**config.mk**
```make
export PLATFORM = sky130hd
export DESIGN_NAME = alu_core
export DESIGN_NICKNAME = d
export VERILOG_FILES = /design/src/rtl/alu_core.sv
export SDC_FILE = /design/constraint.sdc
export NUM_CORES = 1
export LEC_CHECK = 0
export ABC_AREA = 0
export CAP_MARGIN = 20
export CORE_MARGIN = 5
export CORE_UTILIZATION = 35
export CTS_CLUSTER_DIAMETER = 50
export DETAILED_ROUTE_END_ITERATION = 10
export HOLD_SLACK_MARGIN = 0.03
export PLACE_DENSITY = 0.7
export RECOVER_POWER = 25
export SYNTH_ARGS = -nofsm -noshare
export SYNTH_HDL_FRONTEND = slang
export SYNTH_SLANG_ARGS = --single-unit
export TNS_END_PERCENT = 30
```
**constraint.sdc**
```tcl
create_clock -name i_clock -period 2.4 [get_ports i_clock]
set_input_delay 0.24 -clock i_clock [delete_from_list [all_inputs] [get_ports i_clock]]
set_output_delay 0.24 -clock i_clock [all_outputs]
set_load 0.05 [all_outputs]
```
**src/rtl/alu_core.sv**
```systemverilog
// Registered MIPS-funct ALU for the UART calculator datapath: one-cycle latency.
// Define ALU_FLAGS_EN to build the zero/carry/overflow/bad-op flag logic.
module alu_core #(
  parameter int NB_DATA = 8,
  parameter int NB_OP   = 6
) (
  input  logic               i_clock,
  input  logic               i_reset,
  input  logic               i_valid,
  input  logic [NB_DATA-1:0] i_data_a,
  input  logic [NB_DATA-1:0] i_data_b,
  input  logic [NB_OP-1:0]   i_operation,
  output logic [NB_DATA-1:0] o_result,
  output logic               o_valid,
  output logic               o_zero,
  output logic               o_carry,
  output logic               o_overflow,
  output logic               o_bad_op
);

  localparam logic [NB_OP-1:0] OP_ADD = NB_OP'(32);
  localparam logic [NB_OP-1:0] OP_SUB = NB_OP'(34);
  localparam logic [NB_OP-1:0] OP_AND = NB_OP'(36);
  localparam logic [NB_OP-1:0] OP_OR  = NB_OP'(37);
  localparam logic [NB_OP-1:0] OP_XOR = NB_OP'(38);
  localparam logic [NB_OP-1:0] OP_NOR = NB_OP'(39);
  localparam logic [NB_OP-1:0] OP_SRA = NB_OP'(3);
  localparam logic [NB_OP-1:0] OP_SRL = NB_OP'(2);

  localparam int MSB = NB_DATA - 1;
  localparam logic [NB_DATA-1:0] WIDTH_W = NB_DATA[NB_DATA-1:0];

  logic is_add;
  logic is_sub;
  logic is_and;
  logic is_or;
  logic is_xor;
  logic is_nor;
  logic is_sra;
  logic is_srl;

  assign is_add = (i_operation == OP_ADD);
  assign is_sub = (i_operation == OP_SUB);
  assign is_and = (i_operation == OP_AND);
  assign is_or  = (i_operation == OP_OR);
  assign is_xor = (i_operation == OP_XOR);
  assign is_nor = (i_operation == OP_NOR);
  assign is_sra = (i_operation == OP_SRA);
  assign is_srl = (i_operation == OP_SRL);

  logic [NB_DATA-1:0] add_res;
  logic [NB_DATA-1:0] sub_res;
  logic [NB_DATA-1:0] sra_res;
  logic [NB_DATA-1:0] srl_res;
  logic               shift_big;

`ifdef ALU_FLAGS_EN
  logic [NB_DATA:0] add_w;
  logic [NB_DATA:0] sub_w;

  assign add_w   = {1'b0, i_data_a} + {1'b0, i_data_b};
  assign sub_w   = {1'b0, i_data_a} - {1'b0, i_data_b};
  assign add_res = add_w[NB_DATA-1:0];
  assign sub_res = sub_w[NB_DATA-1:0];
`else
  assign add_res = i_data_a + i_data_b;
  assign sub_res = i_data_a - i_data_b;
`endif

  // Shift amounts at or beyond the width saturate instead of wrapping.
  assign shift_big = (i_data_b >= WIDTH_W);
  assign sra_res   = shift_big ? {NB_DATA{i_data_a[MSB]}}
                   : $unsigned($signed(i_data_a) >>> i_data_b);
  assign srl_res   = shift_big ? '0 : (i_data_a >> i_data_b);

  logic [NB_DATA-1:0] result_d;
  logic [NB_DATA-1:0] result_q;
  logic               valid_q;

  always_comb begin
    result_d = '0;
    unique case (1'b1)
      is_add:  result_d = add_res;
      is_sub:  result_d = sub_res;
      is_and:  result_d = i_data_a & i_data_b;
      is_or:   result_d = i_data_a | i_data_b;
      is_xor:  result_d = i_data_a ^ i_data_b;
      is_nor:  result_d = ~(i_data_a | i_data_b);
      is_sra:  result_d = sra_res;
      is_srl:  result_d = srl_res;
      default: result_d = '0;
    endcase
  end

  always_ff @(posedge i_clock) begin
    if (i_reset) begin
      result_q <= '0;
      valid_q  <= 1'b0;
    end else begin
      valid_q <= i_valid;
      if (i_valid) begin
        result_q <= result_d;
      end
    end
  end

  assign o_result = result_q;
  assign o_valid  = valid_q;

`ifdef ALU_FLAGS_EN
  logic zero_d;
  logic carry_d;
  logic ovf_d;
  logic bad_d;
  logic zero_q;
  logic carry_q;
  logic ovf_q;
  logic bad_q;

  assign bad_d = ~|{is_add, is_sub, is_and, is_or,
                    is_xor, is_nor, is_sra, is_srl};

  assign zero_d = (result_d == '0);

  always_comb begin
    carry_d = 1'b0;
    ovf_d   = 1'b0;
    unique case (1'b1)
      is_add: begin
        carry_d = add_w[NB_DATA];
        ovf_d   = (i_data_a[MSB] == i_data_b[MSB])
                & (add_res[MSB] != i_data_a[MSB]);
      end
      is_sub: begin
        carry_d = sub_w[NB_DATA];
        ovf_d   = (i_data_a[MSB] != i_data_b[MSB])
                & (sub_res[MSB] != i_data_a[MSB]);
      end
      default: begin
        carry_d = 1'b0;
        ovf_d   = 1'b0;
      end
    endcase
  end

  always_ff @(posedge i_clock) begin
    if (i_reset) begin
      zero_q  <= 1'b0;
      carry_q <= 1'b0;
      ovf_q   <= 1'b0;
      bad_q   <= 1'b0;
    end else if (i_valid) begin
      zero_q  <= zero_d;
      carry_q <= carry_d;
      ovf_q   <= ovf_d;
      bad_q   <= bad_d;
    end
  end

  assign o_zero     = zero_q;
  assign o_carry    = carry_q;
  assign o_overflow = ovf_q;
  assign o_bad_op   = bad_q;
`else
  assign o_zero     = 1'b0;
  assign o_carry    = 1'b0;
  assign o_overflow = 1'b0;
  assign o_bad_op   = 1'b0;
`endif

endmodule

```
==> flow_summary.json, run 1 <==
{
  "area_growth_syn_to_layout_pct": 47.85,
  "max_freq_mhz": 437.6,
  "top_layer": "met4",
  "path_clk_slew_ns": 0.04,
  "place_ws_ns": -0.5055,
  "hold_depth": 2,
  "grt.total_usage_pct": 18.79,
  "cts.sinks": 9,
  "r2r_setup_slack_ns": 1.52,
  "async_flop_share_pct": 0,
  "worstSkewPairLatency_ns": 0.23,
  "status": "finished, final reports clean",
  "vias": 2142,
  "dp_hpwl_um": 4860,
  "numCtsBuffers": 3,
  "grt_start_max_net_pins": 23,
  "wl_met3_um": 409,
  "vdd_ir_drop_max_mv": 0.2030,
  "finalSetupViolCount": 0,
  "wl_per_cell_um": 15.36,
  "tritoncts": "yes",
  "fillers": 514,
  "grt_pass1_wl_um": 9798,
  "die_h_um": 82.32,
  "utilization_pct": 52.99,
  "fin_skew_ns": 0,
  "cts_hold_buf": 0,
  "synth_flop_cell": "dfxtp_1",
  "hold_viol": 0,
  "antenna_found_initial": 0,
  "final_cell_area_mm2": 0.002706,
  "leakage_nw": 1.200,
  "ys_ff_latch": 9,
  "reg2reg_depth": 3,
  "ios": 38,
  "worst-path-max-fanout": 3,
  "drtAntennaViolNets": 0,
  "p_per_area_mw_per_mm2": 296.5,
  "period_share_pct": 95.22,
  "root_buffer": "clkbuf_8",
  "ys_warn_count": 0,
  "hold_path_end": "o_result[5]",
  "clock_path_buffers": 2,
  "via_per_inst": 5.492,
  "final.setup.tns_ns": 0,
  "min-delay-start": "o_result[5]",
  "port_buffers": 33,
  "worstMarginPinSlew_ns": 0.5073,
  "avgSynthCellArea_um2": 7.564,
  "synth.distinct_cells": 51,
  "holdCritPathClass": "reg -> reg",
  "grt_pass1_vias": 2106,
  "drv_cap": 0,
  "critPathKind": "in -> reg",
  "cp-end-kind": "flop",
  "gp_congestion": 0.9856,
  "syn_area_mm2": 0.001831,
  "crit_required_ns": 2.54,
  "die_w_um": 82.32,
  "antennaDiodeCount": 0,
  "seq_area_um2": 180.2,
  "wl_um": 5991,
  "cp.arrival_ns": 2.43,
  "floorplan.initialDensity_pct": 35.84,
  "first_pass_iters": 5,
  "drive_gt1_share_pct": 24.38,
  "synthCells": 242,
  "multi_input_area_mm2": 0.001602,
  "setup_ws_ns": 0.1148,
  "cts_max_level": 1,
  "core_mm2": 0.005107,
  "period_minus_slack_ns": 2.285,
  "design.die.area_mm2": 0.006777,
  "yosysSeqAreaShare_pct": 9.843,
  "grt_overflow_total": 0,
  "rr_startpoint": "o_result[6]",
  "dr_wl_met2_um": 2892,
  "dpl-instance-area_mm2": 0.002544,
  "rr_endpoint": "o_result[6]",
  "m1WireLength_um": 2475,
  "synth_edf_count": 0,
  "start_kind": "primary input",
  "drtIter0Drc": 151,
  "drv_slew": 0,
  "rsz0062_at_grt": "true",
  "relSlewSlack_pct": 66.07,
  "num_rows": 26,
  "drcViolationCount": 0,
  "nets": 371
}
cells in the mapped netlist, types with 2 or more instances:
cell type	count	area share, %
nand3_1	7	1.9
a21oi_1	19	5.2
dfxtp_1	9	9.8
buf_2	2	0.55
a22o_1	3	1.4
o31ai_1	4	1.6
a211oi_1	4	1.6
or3_1	3	1.0
buf_4	4	1.6
or4_1	2	0.82
ha_1	24	16
o21ai_0	13	3.6
o221ai_1	3	1.4
buf_1	2	0.41
xor2_1	4	1.9
o32ai_1	2	0.96
mux2i_1	11	6.0
mux2_2	2	1.2
nand2b_1	4	1.4
a22oi_1	2	0.82
o41ai_1	3	1.4
nor3_1	5	1.4
xnor2_1	16	7.7
nor2_1	29	5.9
nand2_1	8	1.6
and3_1	2	0.68
a31oi_1	3	1.0
inv_1	16	3.3
mux4_2	4	4.9
nor2b_1	4	1.4
nor4_1	2	0.68
clkbuf_1	7	1.4
state kept, by name, indices dropped and copies added (netlist names):
register and count:
o_result 8, o_valid 1
per-layer routing:
metal,vias to the layer above,track usage [%]
li1,1032,-
met1,985,22.40
met4,0,7.641
met3,24,1.735
met2,101,34.13
met5,-,0
stage by stage:
step,cells,total power [mW],hold slack (ns)
floorplan,245,0.4163,0.3091
global placement,381,0.5886,0.4464
detailed placement,381,0.5952,0.4604
CTS,389,0.7861,0.4701
global route,390,0.8580,0.4935
finish,390,0.8024,0.4629
kinds of logic (layout without fill, tap and decap cells):
group           after synthesis  count (layout)  share of synthesized area [%]
simple gates                 69              69                          18.04
compound gates               68              68                          24.54
buf+inv                      33             108                          8.134
fa+ha+maj                    25              25                          17.50
xor+xnor                     20              20                          9.569
mux                          17              17                          12.17
flops                         9               9                          9.843
other cells                   1               4                         0.2049
area by class of cell:
| cell class | instances | area share (%) |
|---|---|---|
| clock buffer | 4 | 1.664 |
| inverter | 17 | 2.404 |
| multi-input combinational | 203 | 59.18 |
| sequential | 9 | 6.657 |
| tap | 70 | 3.236 |
| timing repair buffer | 87 | 26.86 |
worst max-delay path, stage by stage:
cell and delay (ns):
dlygate4sd2_1 0.27, nor3_4 0.22, nand3_2 0.13, a21o_1 0.19, buf_4 0.13, buf_4 0.13
fa_2 0.35, nand2b_4 0.15, nand2b_1 0.06, a211oi_1 0.06, or3_1 0.30, a311oi_1 0.20
worst max path at each step:
stage	from	endpoint	slack, ns	depth (start not counted)
global route	i_operation[3]	o_result[4]	-0.01	12
detailed placement	i_operation[3]	o_result[7]	-0.51	13
CTS	i_operation[2]	o_result[7]	0.001	13
global placement	i_operation[3]	o_result[7]	-0.41	13
finish	i_operation[3]	o_result[4]	0.11	12
floorplan	i_data_b[0]	o_result[7]	0.07	12
repair_timing:
action	4_1_cts	5_1_grt
resized for setup	21	8
pin swaps	10	6
endpoints found under the hold margin	0	0
setup endpoints to repair	6	3
buffers inserted	4	1
placed cells by master (no fill, tap or decap), types with 3 or more instances in the layout:
master	instances
a211oi_1	4
a21oi_1	19
a22o_1	3
a31oi_1	3
buf_4	54
clkbuf_8	3
clkdlybuf4s50_1	23
conb_1	4
dfxtp_1	9
dlygate4sd2_1	7
ha_1	22
inv_1	15
mux2i_1	11
mux4_2	4
nand2_1	8
nand2b_1	3
nand3_1	5
nor2_1	28
nor3_1	4
o21ai_0	11
o21ai_1	3
o221ai_1	3
o31ai_1	4
or3_1	3
xnor2_1	16
xor2_1	4
where the power goes:
part / switching [mW] / internal (mW) / leakage, nW
registers: 0.00217 / 0.155 / 0.0735
logic: 0.241 / 0.230 / 1.10
clock network: 0.0581 / 0.116 / 0.0228
Power figures use the tool's default switching activity.
==> run 2: changes to the inputs <==
--- a/config.mk
+++ b/config.mk
@@ -11,6 +11,7 @@
 export CORE_UTILIZATION = 35
 export CTS_CLUSTER_DIAMETER = 50
 export DETAILED_ROUTE_END_ITERATION = 10
+export GPL_ROUTABILITY_DRIVEN = 0
 export HOLD_SLACK_MARGIN = 0.03
 export PLACE_DENSITY = 0.7
 export RECOVER_POWER = 25
==> constraint.sdc (replaced) <==
create_clock -name i_clock -period 2.4 [get_ports i_clock]
set_input_delay 0.24 -clock i_clock [delete_from_list [all_inputs] [get_ports i_clock]]
set_output_delay 0.24 -clock i_clock [all_outputs]
set_load 0.02 [all_outputs]
==> flow_summary.json, run 2 (same netlist as run 1, synthesis figures left out) <==
{
  "worstPathCellList": "clkdlybuf4s50_1 -> nor2_2 -> a21oi_1 -> xnor2_1 -> ha_1 -> o2111ai_2 -> nand3_1 -> o41ai_2 -> xnor2_1 -> o31ai_1",
  "final_common_cell": "buf_4",
  "ios": 38,
  "place_ws_ns": -0.5373,
  "num_rows": 26,
  "cp_slowest_cell": "clkdlybuf4s50_1",
  "nets": 368,
  "wl_per_cell_um": 15.32,
  "hold_path_end": "o_result[0]",
  "min-delay-start": "o_result[0]",
  "holdCritPathClass": "reg -> reg",
  "tritoncts": "yes",
  "floorplan.initialDensity_pct": 35.84,
  "die_h_um": 82.32,
  "rr_endpoint": "o_result[6]",
  "period_share_pct": 95.46,
  "cts_max_level": 1,
  "p_per_area_mw_per_mm2": 287.6,
  "hold_viol": 0,
  "root_buffer": "clkbuf_8",
  "first_pass_iters": 5,
  "rr_startpoint": "o_result[6]",
  "cts_hold_buf": 0,
  "path_clk_slew_ns": 0.04,
  "drtIter0Drc": 141,
  "via_per_inst": 5.514,
  "worst_path_largest_cell_delay_ns": 0.43,
  "largest_reg_flops": 8,
  "die_w_um": 82.32,
  "drv_slew": 0,
  "vias": 2134,
  "port_buffers": 33,
  "cpMostUsedCell": "xnor2_1",
  "wl_um": 5929,
  "antenna_found_initial": 0,
  "fillers": 501,
  "drv_cap": 0,
  "cp-end-kind": "flop",
  "critPathKind": "in -> reg",
  "grt_pass1_vias": 2094,
  "grt_overflow_total": 0,
  "vdd_ir_drop_max_mv": 0.1947,
  "leakage_nw": 1.215,
  "finalSetupViolCount": 0,
  "grt_start_max_net_pins": 23,
  "setup_ws_ns": 0.1090,
  "area_growth_syn_to_layout_pct": 46.75,
  "design.die.area_mm2": 0.006777,
  "start_kind": "primary input",
  "grt_pass1_wl_um": 9418,
  "most-common-layout-cells": "buf_4, nor2_1, ha_1, clkdlybuf4s50_1, a21oi_1",
  "drcViolationCount": 0,
  "status": "finished, final reports clean",
  "core_mm2": 0.005107,
  "period_minus_slack_ns": 2.291,
  "crit_required_ns": 2.55,
  "max_freq_mhz": 436.5,
  "dp_hpwl_um": 4820,
  "worstSkewPairLatency_ns": 0.23,
  "cts.sinks": 9,
  "numCtsBuffers": 3,
  "clock_path_buffers": 2,
  "fin_skew_ns": 0,
  "r2r_setup_slack_ns": 1.52,
  "hold_depth": 1,
  "final.setup.tns_ns": 0,
  "cp-startpoint": "i_data_b[3]",
  "reg2reg_depth": 3,
  "worst-path-max-fanout": 4,
  "antennaDiodeCount": 0,
  "cp.arrival_ns": 2.44,
  "drive_gt1_share_pct": 24.29,
  "multi_input_area_mm2": 0.001598,
  "seq_area_um2": 180.2,
  "drtAntennaViolNets": 0,
  "grt.total_usage_pct": 17.82
}
-- run 2: worst max path at each step --
stage	to	slack [ns]	depth (start not counted)
floorplan	o_result[7]	0.07	12
global placement	o_result[7]	-0.42	13
detailed placement	o_result[7]	-0.54	13
CTS	o_result[7]	0.006	13
global route	o_result[7]	-0.02	13
finish	o_result[7]	0.11	10
-- run 2: per-layer routing --
layer	track usage, %	vias to the layer above	part of all wire, %
li1	-	1027	-
met5	0	-	0
met3	1.627	20	5.3
met1	21.42	999	42
met2	31.81	88	49
met4	7.973	0	2.9
-- run 2: through the flow --
step	hold slack [ns]	util [%]	total power, mW	instances	area, um^2
after global placement	0.4538	49.36	0.5621	378	2521
after floorplan	0.3091	-	0.3972	245	1846
final	0.4663	52.60	0.7726	387	2686
after CTS	0.4752	51.81	0.7663	385	2646
after detailed placement	0.4650	49.36	0.5710	378	2521
after global routing	0.5017	52.60	0.8235	387	2686
-- run 2: power by group --
group          total [mW]  internal (mW)  switching [mW]
Sequential          0.157          0.155         0.00204
Clock               0.175          0.116          0.0589
Combinational       0.441          0.221           0.220
-- run 2: repair_timing --
action                                  4_1_cts  5_1_grt
gates resized for setup                      15       18
pin swaps                                     8       11
buffers inserted                              3        2
endpoints found under the setup margin        6        5
-- run 2: layout make-up --
class                      count  share of cell area, %
sequential                     9                  6.707
timing repair buffer          84                  26.46
inverter                      17                  2.422
tap                           70                  3.260
multi-input combinational    203                  59.48
clock buffer                   4                  1.677
-- run 2: critical path: cells and delay by family --
family	cells	cell delay (ns)
adders and majority gates	1	0.34
AOI/OAI and AO/OA	4	0.78
and+or+nand+nor	2	0.33
xor gates and xnor gates	2	0.32
buffers and inverters	1	0.43
